==> config.mk <==
export PLATFORM = sky130hd
export DESIGN_NAME = vga_vram_arbiter_flat
export DESIGN_NICKNAME = d
export VERILOG_FILES = /design/src/rtl/vga_vram_arbiter_if.sv /design/src/rtl/vga_vram_arbiter.sv /design/src/flat_wrapper.sv
export SDC_FILE = /design/constraint.sdc
export NUM_CORES = 1
export LEC_CHECK = 0
export ABC_AREA = 0
export CAP_MARGIN = 20
export CORE_ASPECT_RATIO = 0.6
export CORE_MARGIN = 3
export CORE_UTILIZATION = 30
export DETAILED_ROUTE_END_ITERATION = 8
export PLACE_DENSITY = 0.63
export SYNTH_ARGS = -nofsm -noshare
export SYNTH_HDL_FRONTEND = slang
export SYNTH_SLANG_ARGS = --single-unit
==> constraint.sdc <==
create_clock -name CLK -period 5.9 [get_ports CLK]
set_input_delay 1.18 -clock CLK [delete_from_list [all_inputs] [get_ports CLK]]
set_output_delay 1.18 -clock CLK [all_outputs]
set_load 0.03 [all_outputs]
==> src/rtl/vga_vram_arbiter_if.sv <==
// Host-side port of the VGA video-RAM arbiter.
// The drawing logic (master) raises host_req with host_we/host_addr/host_wdata
// held stable and waits for the one-cycle host_ack pulse. host_rdata is valid
// while host_ack is high. host_blank_only restricts grants to blanking time.
//   master : drives req/we/addr/wdata/blank_only, receives ack/rdata
//   slave  : the arbiter side of the same signals
interface vga_vram_arbiter_if #(
  parameter int ADDR_W = 15,
  parameter int DATA_W = 3
);
  logic              host_req;
  logic              host_we;
  logic [ADDR_W-1:0] host_addr;
  logic [DATA_W-1:0] host_wdata;
  logic              host_blank_only;
  logic              host_ack;
  logic [DATA_W-1:0] host_rdata;

  modport master (
    output host_req, host_we, host_addr, host_wdata, host_blank_only,
    input  host_ack, host_rdata
  );

  modport slave (
    input  host_req, host_we, host_addr, host_wdata, host_blank_only,
    output host_ack, host_rdata
  );
endinterface

==> src/rtl/vga_vram_arbiter.sv <==
// Shares one single-port synchronous video RAM between the VGA display fetch
// and a host (drawing) port, registers the pixel colour and delays the syncs
// so colour and sync leave the block aligned.
// Ports:
//   CLK, RESET                 system clock (2x pixel rate), sync active-high reset
//   p_tick, pixel_X, pixel_Y   pixel enable and counters from the sync generator
//   sincro_horiz/vert          syncs from the sync generator
//   host                       host req/ack port (vga_vram_arbiter_if.slave)
//   ram_addr/we/wdata/rdata    framebuffer RAM port, read latency 1 cycle
//   rgb, hsync_out, vsync_out  registered VGA pin outputs
//   frame_start, frame_cnt     frame-origin pulse and 8-bit frame counter
module vga_vram_arbiter #(
  parameter int H_ACTIVE    = 640,
  parameter int V_ACTIVE    = 480,
  parameter int SCALE_SHIFT = 2,
  parameter int ADDR_W      = 15,
  parameter int DATA_W      = 3
) (
  input  logic                     CLK,
  input  logic                     RESET,
  input  logic                     p_tick,
  input  logic [9:0]               pixel_X,
  input  logic [9:0]               pixel_Y,
  input  logic                     sincro_horiz,
  input  logic                     sincro_vert,
  vga_vram_arbiter_if.slave        host,
  output logic [ADDR_W-1:0]        ram_addr,
  output logic                     ram_we,
  output logic [DATA_W-1:0]        ram_wdata,
  input  logic [DATA_W-1:0]        ram_rdata,
  output logic [DATA_W-1:0]        rgb,
  output logic                     hsync_out,
  output logic                     vsync_out,
  output logic                     frame_start,
  output logic [7:0]               frame_cnt
);

  localparam int FB_W    = H_ACTIVE >> SCALE_SHIFT;
  localparam int FB_H    = V_ACTIVE >> SCALE_SHIFT;
  localparam int FB_SIZE = FB_W * FB_H;

  localparam logic [ADDR_W-1:0] FB_SIZE_A  = ADDR_W'(FB_SIZE);
  localparam logic [ADDR_W-1:0] FB_W_A     = ADDR_W'(FB_W);
  localparam logic [9:0]        H_ACTIVE_P = 10'(H_ACTIVE);
  localparam logic [9:0]        V_ACTIVE_P = 10'(V_ACTIVE);

  typedef enum logic [1:0] {
    IDLE = 2'd0,
    DATA = 2'd1,
    ACK  = 2'd2
  } state_t;

  state_t            state_r;
  state_t            state_nxt_s;
  logic              grant_s;
  logic              active_s;
  logic              disp_slot_s;
  logic              host_elig_s;
  logic              in_range_s;
  logic              in_range_r;
  logic              disp_prev_r;
  logic [ADDR_W-1:0] row_s;
  logic [ADDR_W-1:0] col_s;
  logic [ADDR_W-1:0] disp_addr_s;
  logic [DATA_W-1:0] host_rdata_r;
  logic [DATA_W-1:0] rgb_r;
  logic              hsync_r;
  logic              vsync_r;
  logic [7:0]        frame_cnt_r;

  assign active_s    = (pixel_X < H_ACTIVE_P) && (pixel_Y < V_ACTIVE_P);
  // The display reads in the p_tick=0 half of each pixel; the p_tick=1 half is
  // always free, which bounds the host wait to one cycle outside tear-free mode.
  assign disp_slot_s = !p_tick && active_s;
  assign host_elig_s = !disp_slot_s && (!host.host_blank_only || !active_s);
  assign in_range_s  = (host.host_addr < FB_SIZE_A);

  assign row_s       = ADDR_W'(pixel_Y >> SCALE_SHIFT);
  assign col_s       = ADDR_W'(pixel_X >> SCALE_SHIFT);
  assign disp_addr_s = (row_s * FB_W_A) + col_s;

  // Host FSM next-state and grant decode
  always_comb begin
    state_nxt_s = state_r;
    grant_s     = 1'b0;
    case (state_r)
      IDLE: begin
        if (host.host_req && host_elig_s) begin
          grant_s     = 1'b1;
          state_nxt_s = DATA;
        end else begin
          state_nxt_s = IDLE;
        end
      end
      DATA:    state_nxt_s = ACK;
      ACK:     state_nxt_s = IDLE;
      default: state_nxt_s = IDLE;
    endcase
  end

  // RAM port mux: display slot, host grant, or parked at zero
  always_comb begin
    ram_addr  = {ADDR_W{1'b0}};
    ram_we    = 1'b0;
    ram_wdata = {DATA_W{1'b0}};
    if (disp_slot_s) begin
      ram_addr = disp_addr_s;
    end else if (grant_s) begin
      ram_addr  = host.host_addr;
      ram_we    = host.host_we && in_range_s;
      ram_wdata = host.host_wdata;
    end else begin
      ram_addr  = {ADDR_W{1'b0}};
      ram_we    = 1'b0;
      ram_wdata = {DATA_W{1'b0}};
    end
  end

  // Host FSM state register
  always_ff @(posedge CLK) begin
    if (RESET) begin
      state_r <= IDLE;
    end else begin
      state_r <= state_nxt_s;
    end
  end

  // Host read path: range decision taken at grant, data captured one cycle later
  always_ff @(posedge CLK) begin
    if (RESET) begin
      in_range_r   <= 1'b0;
      host_rdata_r <= {DATA_W{1'b0}};
    end else begin
      if (grant_s) begin
        in_range_r <= in_range_s;
      end
      if (state_r == DATA) begin
        host_rdata_r <= in_range_r ? ram_rdata : {DATA_W{1'b0}};
      end
    end
  end

  assign host.host_ack   = (state_r == ACK);
  assign host.host_rdata = host_rdata_r;

  // Display pipeline: colour and syncs advance together on the pixel enable
  always_ff @(posedge CLK) begin
    if (RESET) begin
      disp_prev_r <= 1'b0;
      rgb_r       <= {DATA_W{1'b0}};
      hsync_r     <= 1'b1;
      vsync_r     <= 1'b1;
    end else begin
      disp_prev_r <= disp_slot_s;
      if (p_tick) begin
        rgb_r   <= disp_prev_r ? ram_rdata : {DATA_W{1'b0}};
        hsync_r <= sincro_horiz;
        vsync_r <= sincro_vert;
      end
    end
  end

  assign rgb       = rgb_r;
  assign hsync_out = hsync_r;
  assign vsync_out = vsync_r;

  assign frame_start = p_tick && (pixel_X == 10'd0) && (pixel_Y == 10'd0);

  // Frame counter, wraps naturally at 8 bits
  always_ff @(posedge CLK) begin
    if (RESET) begin
      frame_cnt_r <= 8'd0;
    end else if (frame_start) begin
      frame_cnt_r <= frame_cnt_r + 8'd1;
    end
  end

  assign frame_cnt = frame_cnt_r;

endmodule
==> src/flat_wrapper.sv <==
// flat-port wrapper written by rule: the top's interface ports become plain ports
module vga_vram_arbiter_flat 
#(
  parameter int H_ACTIVE    = 640,
  parameter int V_ACTIVE    = 480,
  parameter int SCALE_SHIFT = 2,
  parameter int ADDR_W      = 15,
  parameter int DATA_W      = 3
)
  (CLK, RESET, p_tick, pixel_X, pixel_Y, sincro_horiz, sincro_vert, ram_addr, ram_we, ram_wdata, ram_rdata, rgb, hsync_out, vsync_out, frame_start, frame_cnt, host_host_req, host_host_we, host_host_addr, host_host_wdata, host_host_blank_only, host_host_ack, host_host_rdata);
  vga_vram_arbiter_if #(.ADDR_W(ADDR_W), .DATA_W(DATA_W)) host_i ();
  input  logic CLK;
  input  logic RESET;
  input  logic p_tick;
  input  logic [9:0] pixel_X;
  input  logic [9:0] pixel_Y;
  input  logic sincro_horiz;
  input  logic sincro_vert;
  output logic [ADDR_W-1:0] ram_addr;
  output logic ram_we;
  output logic [DATA_W-1:0] ram_wdata;
  input  logic [DATA_W-1:0] ram_rdata;
  output logic [DATA_W-1:0] rgb;
  output logic hsync_out;
  output logic vsync_out;
  output logic frame_start;
  output logic [7:0] frame_cnt;
  input wire logic [$bits(host_i.host_req)-1:0] host_host_req;
  input wire logic [$bits(host_i.host_we)-1:0] host_host_we;
  input wire logic [$bits(host_i.host_addr)-1:0] host_host_addr;
  input wire logic [$bits(host_i.host_wdata)-1:0] host_host_wdata;
  input wire logic [$bits(host_i.host_blank_only)-1:0] host_host_blank_only;
  output wire logic [$bits(host_i.host_ack)-1:0] host_host_ack;
  output wire logic [$bits(host_i.host_rdata)-1:0] host_host_rdata;
  assign host_i.host_req = host_host_req;
  assign host_i.host_we = host_host_we;
  assign host_i.host_addr = host_host_addr;
  assign host_i.host_wdata = host_host_wdata;
  assign host_i.host_blank_only = host_host_blank_only;
  assign host_host_ack = host_i.host_ack;
  assign host_host_rdata = host_i.host_rdata;
  vga_vram_arbiter #(.H_ACTIVE(H_ACTIVE), .V_ACTIVE(V_ACTIVE), .SCALE_SHIFT(SCALE_SHIFT), .ADDR_W(ADDR_W), .DATA_W(DATA_W)) u_core (.CLK(CLK), .RESET(RESET), .p_tick(p_tick), .pixel_X(pixel_X), .pixel_Y(pixel_Y), .sincro_horiz(sincro_horiz), .sincro_vert(sincro_vert), .host(host_i), .ram_addr(ram_addr), .ram_we(ram_we), .ram_wdata(ram_wdata), .ram_rdata(ram_rdata), .rgb(rgb), .hsync_out(hsync_out), .vsync_out(vsync_out), .frame_start(frame_start), .frame_cnt(frame_cnt));
endmodule
==> flow_summary.html, run 1 <==
<table>
<tr><th>Metric</th><th>Value</th></tr>
<tr><th colspan="2">Route</th></tr>
<tr><td>ANT nets after route</td><td>0</td></tr>
<tr><td>Via/cell ratio</td><td>5.02</td></tr>
<tr><td>First-pass DRT Iterations</td><td>4</td></tr>
<tr><td>Aggregate routed wire length</td><td>5180 µm</td></tr>
<tr><td>Initial DRC count</td><td>75</td></tr>
<tr><td>DRC Markers</td><td>0</td></tr>
<tr><td>Via total after detailed routing</td><td>1721</td></tr>
<tr><td>Average routed wire per standard cell</td><td>15.1 µm</td></tr>
<tr><th colspan="2">Synth</th></tr>
<tr><td>Sequential share of the synthesized area</td><td>0.251</td></tr>
<tr><td>Cell area after technology mapping</td><td>1600 µm²</td></tr>
<tr><td>Most instantiated flip-flop cell in the synthesis netlist</td><td>sky130_fd_sc_hd__dfxtp_1</td></tr>
<tr><td>Synthesis-stage register bit count</td><td>20</td></tr>
<tr><td>Proportion of register bits with asynchronous set or reset after synthesis</td><td>0</td></tr>
<tr><td>Number of flops mapped to enable cells by yosys</td><td>0</td></tr>
<tr><td>Synthesized area per cell</td><td>8.23 µm²</td></tr>
<tr><td>Unique masters post-synth</td><td>42</td></tr>
<tr><td>Yosys Warn Count</td><td>0</td></tr>
<tr><td>Cells after Synth</td><td>194</td></tr>
<tr><td>Number of nets in the synthesized netlist</td><td>261</td></tr>
<tr><th colspan="2">Clocking</th></tr>
<tr><td>Clock tree from TritonCTS</td><td>built</td></tr>
<tr><td>Post-CTS Hold Fix Bufs</td><td>0</td></tr>
<tr><td>Post-CTS resize count</td><td>0</td></tr>
<tr><td>Buffer levels on the longest clock path</td><td>2</td></tr>
<tr><td>Number of clock buffers inserted by TritonCTS</td><td>3</td></tr>
<tr><td>Number of clock sinks seen by CTS</td><td>20</td></tr>
<tr><td>Cell at the root of the clock tree</td><td>sky130_fd_sc_hd__clkbuf_8</td></tr>
<tr><td>Post-CTS Setup Repair Bufs</td><td>0</td></tr>
<tr><td>H-tree levels</td><td>1</td></tr>
<tr><td>Clock slew seen by the registers of the worst setup and hold paths</td><td>0.07 ns</td></tr>
<tr><td>Latest clock arrival within the worst-skew pair</td><td>0.26 ns</td></tr>
<tr><th colspan="2">Die</th></tr>
<tr><td>Die H</td><td>62.5 µm</td></tr>
<tr><td>Initial cell density of the core</td><td>0.329</td></tr>
<tr><td>I/O Pins</td><td>86</td></tr>
<tr><td>Standard cell core area</td><td>4850 µm²</td></tr>
<tr><td>Die width</td><td>100 µm</td></tr>
<tr><td>Floorplan die area</td><td>6260 µm²</td></tr>
<tr><td>Standard-cell row count</td><td>19</td></tr>
<tr><th colspan="2">Placement</th></tr>
<tr><td>Half-perimeter wire length after detailed placement</td><td>4310 µm</td></tr>
<tr><td>Weighted congestion reported at the end of routability-driven placement</td><td>0.896</td></tr>
<tr><td># port buffers</td><td>85</td></tr>
<tr><th colspan="2">Global routing</th></tr>
<tr><td>Via count of the first global-routing pass</td><td>1596</td></tr>
<tr><td>Maximum number of pins on one net before global-route repair</td><td>21</td></tr>
<tr><td>Total global routing track utilization</td><td>0.161</td></tr>
<tr><td>First-pass GRT wire length</td><td>8310 µm</td></tr>
<tr><td>Total global routing overflow</td><td>0</td></tr>
<tr><td>Initial antenna violation count</td><td>0</td></tr>
<tr><th colspan="2">Critical path</th></tr>
<tr><td>Worst path slowest cell</td><td>sky130_fd_sc_hd__clkdlybuf4s50_1</td></tr>
<tr><td>RR Startpoint</td><td>u_core.state_r[1]$_SDFF_PP0_</td></tr>
<tr><td>Maximum fanout encountered on the critical timing path</td><td>4</td></tr>
<tr><td>Critical path origin</td><td>pixel_Y[8]</td></tr>
<tr><td>CP Data Arrival Time</td><td>4.41 ns</td></tr>
<tr><td>Highest cell delay on the worst timing path</td><td>0.69 ns</td></tr>
<tr><td>Worst Setup End Kind</td><td>output port</td></tr>
<tr><td>Count of cells along the worst register-to-register path</td><td>4</td></tr>
<tr><td>Chain of cells forming the critical path</td><td>clkdlybuf4s50_1 -&gt; ha_1 -&gt; ha_1 -&gt; o21ai_0 -&gt; or4b_2 -&gt; nand3_1 -&gt; nand4_1 -&gt; xor2_1 -&gt; o21ai_1 -&gt; clkdlybuf4s50_1</td></tr>
<tr><td>Required time of the worst setup path</td><td>4.72 ns</td></tr>
<tr><td>Type of element launching the critical path</td><td>input port</td></tr>
<tr><td>Worst Setup Path Type</td><td>in2out</td></tr>
<tr><th colspan="2">Layout</th></tr>
<tr><td>Antenna diode count</td><td>0</td></tr>
<tr><td>Layout cell share with drive strength beyond 1</td><td>0.0464</td></tr>
<tr><td>Layout Nets</td><td>348</td></tr>
<tr><td>Layout overhead on the synthesized area</td><td>61.9%</td></tr>
<tr><th colspan="2">STA</th></tr>
<tr><td>Max-slew violation count</td><td>0</td></tr>
<tr><td>Post-route minimum period</td><td>5.59 ns</td></tr>
<tr><td>Total negative slack</td><td>0 ns</td></tr>
<tr><td>Max Clock Freq</td><td>0.179 GHz</td></tr>
<tr><td>Count of endpoints failing hold in the final timing report</td><td>0</td></tr>
<tr><td>Post-Route Skew</td><td>0.00440 ns</td></tr>
<tr><td>RSZ-0062 raised after global routing</td><td>no</td></tr>
<tr><td>Tightest slew margin relative to the limit</td><td>0.503</td></tr>
<tr><td>Setup-failing EPs final</td><td>0</td></tr>
<tr><td>Final critical-path share of the clock period</td><td>0.947</td></tr>
<tr><td>Tightest Pin Transition</td><td>0.743 ns</td></tr>
<tr><th colspan="2">Status</th></tr>
<tr><td>Result of the run</td><td>complete, no violations</td></tr>
<tr><th colspan="2">Job</th></tr>
<tr><td>Max capacitance violation total</td><td>0</td></tr>
<tr><th colspan="2">Power and ir drop</th></tr>
<tr><td>Static Leak</td><td>0.998 nW</td></tr>
<tr><td>P per Cell Area</td><td>171 nW/µm²</td></tr>
<tr><td>Worst vdd ir</td><td>0.0000918 V</td></tr>
<tr><td>Total chip power</td><td>0.441 mW</td></tr>
<tr><th colspan="2">Worst hold path</th></tr>
<tr><td>Startpoint of the most critical hold path</td><td>u_core.host.host_rdata[2]$_SDFFE_PP0P_</td></tr>
<tr><td>Hold Crit Class</td><td>reg2reg</td></tr>
<tr><td>Cells on Worst Hold Path</td><td>2</td></tr>
</table>
## layout make-up
cell class / count / area, µm²
Clock buffer: 4 / 55.1
Fill cell: 463 / 2260
Inverter: 9 / 33.8
Multi-Input combinational cell: 159 / 1140
Sequential cell: 20 / 400
Tap cell: 63 / 78.8
Timing Repair Buffer: 88 / 873
## report_power, final
part	switching, mW	total [mW]	leakage, nW	internal, mW
Combinational	0.101	0.194	0.807	0.0932
Clock	0.0474	0.107	0.0288	0.0595
Sequential	0.00210	0.140	0.162	0.138
## layout by cell type (no fill, tap or decap), types with 3 or more instances in the layout
| cell | n |
|---|---|
| sky130_fd_sc_hd__clkbuf_8 | 4 |
| sky130_fd_sc_hd__a21oi_1 | 9 |
| sky130_fd_sc_hd__o21ai_0 | 10 |
| sky130_fd_sc_hd__nand2b_1 | 5 |
| sky130_fd_sc_hd__ha_1 | 16 |
| sky130_fd_sc_hd__nand2_1 | 15 |
| sky130_fd_sc_hd__nand4_1 | 7 |
| sky130_fd_sc_hd__nor2b_1 | 9 |
| sky130_fd_sc_hd__and3_1 | 3 |
| sky130_fd_sc_hd__and2_1 | 4 |
| sky130_fd_sc_hd__xor2_1 | 13 |
| sky130_fd_sc_hd__buf_4 | 3 |
| sky130_fd_sc_hd__nand3_1 | 9 |
| sky130_fd_sc_hd__nor3_1 | 4 |
| sky130_fd_sc_hd__nor2_1 | 15 |
| sky130_fd_sc_hd__a211o_1 | 4 |
| sky130_fd_sc_hd__dfxtp_1 | 20 |
| sky130_fd_sc_hd__inv_1 | 9 |
| sky130_fd_sc_hd__xnor2_1 | 4 |
| sky130_fd_sc_hd__a22o_1 | 6 |
| sky130_fd_sc_hd__clkdlybuf4s50_1 | 85 |
## metal layers
metal	wire, µm	vias to the layer above	GRT usage	share of wire
li1	-	875	-	-
met1	2710	765	0.259	0.52
met2	1940	78	0.212	0.37
met3	514	3	0.0491	0.099
met4	14	0	0.0151	0.0027
met5	0	-	0	0
## logic make-up after synthesis
group / count (synthesis) / synth area share
compound gates: 41 / 0.173
mux: 1 / 0.00627
xor+xnor: 17 / 0.0933
buf+inv: 15 / 0.0368
fa+ha+maj: 18 / 0.150
flops: 20 / 0.251
simple gates: 82 / 0.289
## flip-flops by register name (all words and copies together), names as in the netlist
signal and cells:
u_core.rgb 3, u_core.host.host_rdata 3, u_core.vsync_out 1, u_core.disp_prev_r 1, u_core.hsync_out 1, u_core.in_range_r 1
u_core.frame_cnt 8, u_core.state_r 2
## critical path, delay by kind of cell
family / cells / cell delay [ns]
AOI/OAI and AO/OA: 2 / 0.25
xor gates and xnor gates: 1 / 0.18
adders and majority gates: 2 / 0.62
buffers and inverters: 2 / 1.28
and+or+nand+nor: 3 / 0.90
## synth_stat cells, drive strengths merged (3+ instances only)
master | instances | area (µm²)
clkbuf | 4 | 15.0
and3 | 3 | 18.8
nor3 | 4 | 20.0
xnor2 | 4 | 35.0
nor4 | 3 | 33.8
nor2b | 9 | 56.3
a211o | 4 | 35.0
nor2 | 15 | 56.3
and2 | 4 | 25.0
nand2b | 5 | 31.3
ha | 16 | 200
inv | 9 | 33.8
nand4 | 7 | 43.8
a22o | 6 | 52.6
dfxtp | 20 | 400
nand3 | 9 | 45.0
o21ai | 11 | 55.1
a21oi | 9 | 45.0
xor2 | 13 | 114
nand2 | 15 | 56.3
## through the flow
stage / utilization / instances / hold WS [ns] / setup WS (ns) / cell area [µm²]
after floorplan: - / 194 / 0.475 / 1.27 / 1600
after global placement: 0.522 / 339 / 0.440 / 0.367 / 2530
after detailed placement: 0.522 / 339 / 0.449 / 0.330 / 2530
after CTS: 0.533 / 343 / 0.459 / 0.324 / 2580
after global routing: 0.533 / 343 / 0.486 / 0.0690 / 2580
final: 0.533 / 343 / 0.455 / 0.313 / 2580
## worst paths after layout
path / to / slack (ns)
worst min register to register: u_core.host.host_rdata[2]$_SDFFE_PP0P_ / 0.46
worst max-delay path: ram_addr[14] / 0.31
worst min-delay path: u_core.host.host_rdata[2]$_SDFFE_PP0P_ / 0.46
worst max register to register: u_core.in_range_r$_SDFFE_PP0N_ / 4.65
Power figures use the tool's default switching activity.
==> run 2, diff against run 1 <==
CORE_UTILIZATION = 42   (was 30)
PLACE_DENSITY = 0.84   (was 0.63)
==> run 2 against run 1 <==
Worst setup slack better by 0.030 ns. Routed wire length down 3.7%. Via count up 0.52%. Cell area down 0.58%. Worst hold slack better by 0.0056 ns. Clock power about the same. Largest power group unchanged. Maximum frequency up 0.55%.
==> flow_summary.html, run 2 (synthesized netlist as in run 1, its figures left out) <==
<table>
<tr><th>Metric</th><th>Value</th></tr>
<tr><th colspan="2">Placement</th></tr>
<tr><td># port buffers</td><td>85</td></tr>
<tr><td>Half-perimeter wire length after detailed placement</td><td>4170 µm</td></tr>
<tr><td>Cell area after placement</td><td>2510 µm²</td></tr>
<tr><td>Weighted congestion reported at the end of routability-driven placement</td><td>0.974</td></tr>
<tr><th colspan="2">STA</th></tr>
<tr><td>Final critical-path share of the clock period</td><td>0.942</td></tr>
<tr><td>Count of endpoints failing hold in the final timing report</td><td>0</td></tr>
<tr><td>Setup-failing EPs final</td><td>0</td></tr>
<tr><td>Post-route minimum period</td><td>5.56 ns</td></tr>
<tr><td>Max-slew violation count</td><td>0</td></tr>
<tr><td>Max Clock Freq</td><td>0.180 GHz</td></tr>
<tr><td>Post-Route Skew</td><td>0.000872 ns</td></tr>
<tr><td>Tightest Pin Transition</td><td>0.752 ns</td></tr>
<tr><td>Total negative slack</td><td>0 ns</td></tr>
<tr><td>RSZ-0062 raised after global routing</td><td>no</td></tr>
<tr><td>Tightest slew margin relative to the limit</td><td>0.497</td></tr>
<tr><th colspan="2">Layout</th></tr>
<tr><td>Post-route core utilization</td><td>0.746</td></tr>
<tr><td>Commonest non-fill, non-tap cells in the layout</td><td>sky130_fd_sc_hd__clkdlybuf4s50_1, sky130_fd_sc_hd__dfxtp_1, sky130_fd_sc_hd__ha_1</td></tr>
<tr><td>Max reg flops</td><td>8</td></tr>
<tr><td>Layout Nets</td><td>349</td></tr>
<tr><td>Most common cell after layout, fill and taps aside</td><td>sky130_fd_sc_hd__clkdlybuf4s50_1</td></tr>
<tr><td>Layout cell share with drive strength beyond 1</td><td>0.0498</td></tr>
<tr><td>Layout overhead on the synthesized area</td><td>61.0%</td></tr>
<tr><td>Antenna diode count</td><td>0</td></tr>
<tr><td>Post-route cell area</td><td>2570 µm²</td></tr>
<tr><th colspan="2">Critical path</th></tr>
<tr><td>Slack of the worst reg-to-reg path</td><td>4.67 ns</td></tr>
<tr><td>End point of the critical path</td><td>ram_addr[14]</td></tr>
<tr><td>Worst Setup Path Type</td><td>in2out</td></tr>
<tr><td>Count of cells along the worst register-to-register path</td><td>4</td></tr>
<tr><td>RR Startpoint</td><td>u_core.state_r[1]$_SDFF_PP0_</td></tr>
<tr><td>CP bufs+invs</td><td>3</td></tr>
<tr><td>Count of cell instances traversed by the critical path</td><td>12</td></tr>
<tr><td>Worst flop-to-flop path endpoint</td><td>u_core.in_range_r$_SDFFE_PP0N_</td></tr>
<tr><td>Chain of cells forming the critical path</td><td>clkdlybuf4s50_1 -&gt; ha_1 -&gt; ha_1 -&gt; inv_1 -&gt; fa_1 -&gt; nor2b_1 -&gt; o311ai_1 -&gt; or4b_1 -&gt; o311ai_0 -&gt; xor2_1 -&gt; o21ai_1 -&gt; clkdlybuf4s50_1</td></tr>
<tr><td>Highest cell delay on the worst timing path</td><td>0.68 ns</td></tr>
<tr><td>Worst path slowest cell</td><td>sky130_fd_sc_hd__clkdlybuf4s50_1</td></tr>
<tr><td>Type of element launching the critical path</td><td>input port</td></tr>
<tr><td>Maximum fanout encountered on the critical timing path</td><td>4</td></tr>
<tr><td>CP Data Arrival Time</td><td>4.38 ns</td></tr>
<tr><td>Worst Setup End Kind</td><td>output port</td></tr>
<tr><td>Critical path origin</td><td>pixel_Y[3]</td></tr>
<tr><td>Cell family with most CP delay</td><td>buffers and inverters</td></tr>
<tr><td>Required time of the worst setup path</td><td>4.72 ns</td></tr>
<tr><th colspan="2">Route</th></tr>
<tr><td>Via/cell ratio</td><td>5.31</td></tr>
<tr><td>ANT nets after route</td><td>0</td></tr>
<tr><td>First-pass DRT Iterations</td><td>4</td></tr>
<tr><td>Aggregate routed wire length</td><td>4990 µm</td></tr>
<tr><td>Via total after detailed routing</td><td>1730</td></tr>
<tr><td>Average routed wire per standard cell</td><td>15.3 µm</td></tr>
<tr><td>Initial DRC count</td><td>109</td></tr>
<tr><td>DRC Markers</td><td>0</td></tr>
<tr><th colspan="2">Die</th></tr>
<tr><td>Initial cell density of the core</td><td>0.464</td></tr>
<tr><td>Die H</td><td>53.8 µm</td></tr>
<tr><td>I/O Pins</td><td>86</td></tr>
<tr><td>Floorplan die area</td><td>4600 µm²</td></tr>
<tr><td>Standard-cell row count</td><td>16</td></tr>
<tr><td>Standard cell core area</td><td>3440 µm²</td></tr>
<tr><td>Die width</td><td>85.6 µm</td></tr>
<tr><th colspan="2">Clocking</th></tr>
<tr><td>Latest clock arrival within the worst-skew pair</td><td>0.26 ns</td></tr>
<tr><td>Buffer levels on the longest clock path</td><td>2</td></tr>
<tr><td>Number of clock sinks seen by CTS</td><td>20</td></tr>
<tr><td>Number of clock buffers inserted by TritonCTS</td><td>3</td></tr>
<tr><td>Clock tree from TritonCTS</td><td>built</td></tr>
<tr><td>Post-CTS resize count</td><td>0</td></tr>
<tr><td>Post-CTS Setup Repair Bufs</td><td>0</td></tr>
<tr><td>Cell at the root of the clock tree</td><td>sky130_fd_sc_hd__clkbuf_8</td></tr>
<tr><td>Post-CTS Hold Fix Bufs</td><td>0</td></tr>
<tr><td>Clock slew seen by the registers of the worst setup and hold paths</td><td>0.08 ns</td></tr>
<tr><td>H-tree levels</td><td>1</td></tr>
<tr><th colspan="2">Global routing</th></tr>
<tr><td>Total global routing overflow</td><td>0</td></tr>
<tr><td>Via count of the first global-routing pass</td><td>1719</td></tr>
<tr><td>Total global routing track utilization</td><td>0.225</td></tr>
<tr><td>Maximum number of pins on one net before global-route repair</td><td>21</td></tr>
<tr><td>Initial antenna violation count</td><td>0</td></tr>
<tr><td>First-pass GRT wire length</td><td>8070 µm</td></tr>
<tr><th colspan="2">Job</th></tr>
<tr><td>Max capacitance violation total</td><td>0</td></tr>
<tr><th colspan="2">Power and ir drop</th></tr>
<tr><td>Static Leak</td><td>1.00 nW</td></tr>
<tr><td>P per Cell Area</td><td>172 nW/µm²</td></tr>
<tr><td>Total chip power</td><td>0.441 mW</td></tr>
<tr><td>Worst vdd ir</td><td>0.0000950 V</td></tr>
<tr><th colspan="2">Worst hold path</th></tr>
<tr><td>Hold Crit Class</td><td>reg2reg</td></tr>
<tr><th colspan="2">Status</th></tr>
<tr><td>Result of the run</td><td>complete, no violations</td></tr>
</table>
run 2: cell types whose count changed in the layout (fill, tap and decap cells not counted), sizes merged:
| cell | previous run | this run |
|---|---|---|
| buf | 3 | 4 |
run 2: routing by layer:
layer	routed length, µm	track usage	vias up
met5	0	0	-
met4	19	0.0395	0
met3	537	0.0627	2
met2	2010	0.341	86
met1	2420	0.323	769
li1	-	-	873
run 2: area by class of cell:
class	count	area (µm²)
Multi-Input combinational cell	159	1140
Inverter	9	33.8
Timing Repair Buffer	89	881
Tap cell	45	56.3
Fill cell	262	873
Clock buffer	4	55.1
Sequential cell	20	400
run 2: worst min path at each step:
| stage | from | endpoint | slack [ns] | depth (start not counted) |
|---|---|---|---|---|
| floorplan | u_core.in_range_r$_SDFFE_PP0N_ | u_core.host.host_rdata[0]$_SDFFE_PP0P_ | 0.47 | 2 |
| global route | u_core.rgb[1]$_SDFFE_PP0P_ | u_core.rgb[1]$_SDFFE_PP0P_ | 0.50 | 2 |
| detailed placement | u_core.host.host_rdata[0]$_SDFFE_PP0P_ | u_core.host.host_rdata[0]$_SDFFE_PP0P_ | 0.45 | 2 |
| finish | u_core.host.host_rdata[0]$_SDFFE_PP0P_ | u_core.host.host_rdata[0]$_SDFFE_PP0P_ | 0.46 | 2 |
| CTS | u_core.host.host_rdata[0]$_SDFFE_PP0P_ | u_core.host.host_rdata[0]$_SDFFE_PP0P_ | 0.46 | 2 |
| global placement | u_core.host.host_rdata[0]$_SDFFE_PP0P_ | u_core.host.host_rdata[0]$_SDFFE_PP0P_ | 0.44 | 2 |
run 2: tightest hold or removal path: cells and delay by family (launching register included):
family	cells	cell delay, ns
simple gates	1	0.05
flops	1	0.32
compound gates	1	0.05
run 2: power by group:
part | switching, mW | leakage (nW) | internal, mW
registers | 0.00192 | 0.162 | 0.138
clock network | 0.0480 | 0.0288 | 0.0595
logic | 0.101 | 0.812 | 0.0934
run 2: per-stage QoR:
step | std cells | worst slack, ns | hold slack [ns]
final | 326 | 0.344 | 0.461
after global routing | 326 | 0.106 | 0.501
after CTS | 326 | 0.337 | 0.457
after detailed placement | 322 | 0.342 | 0.446
after global placement | 322 | 0.447 | 0.441
after floorplan | 194 | 1.27 | 0.475
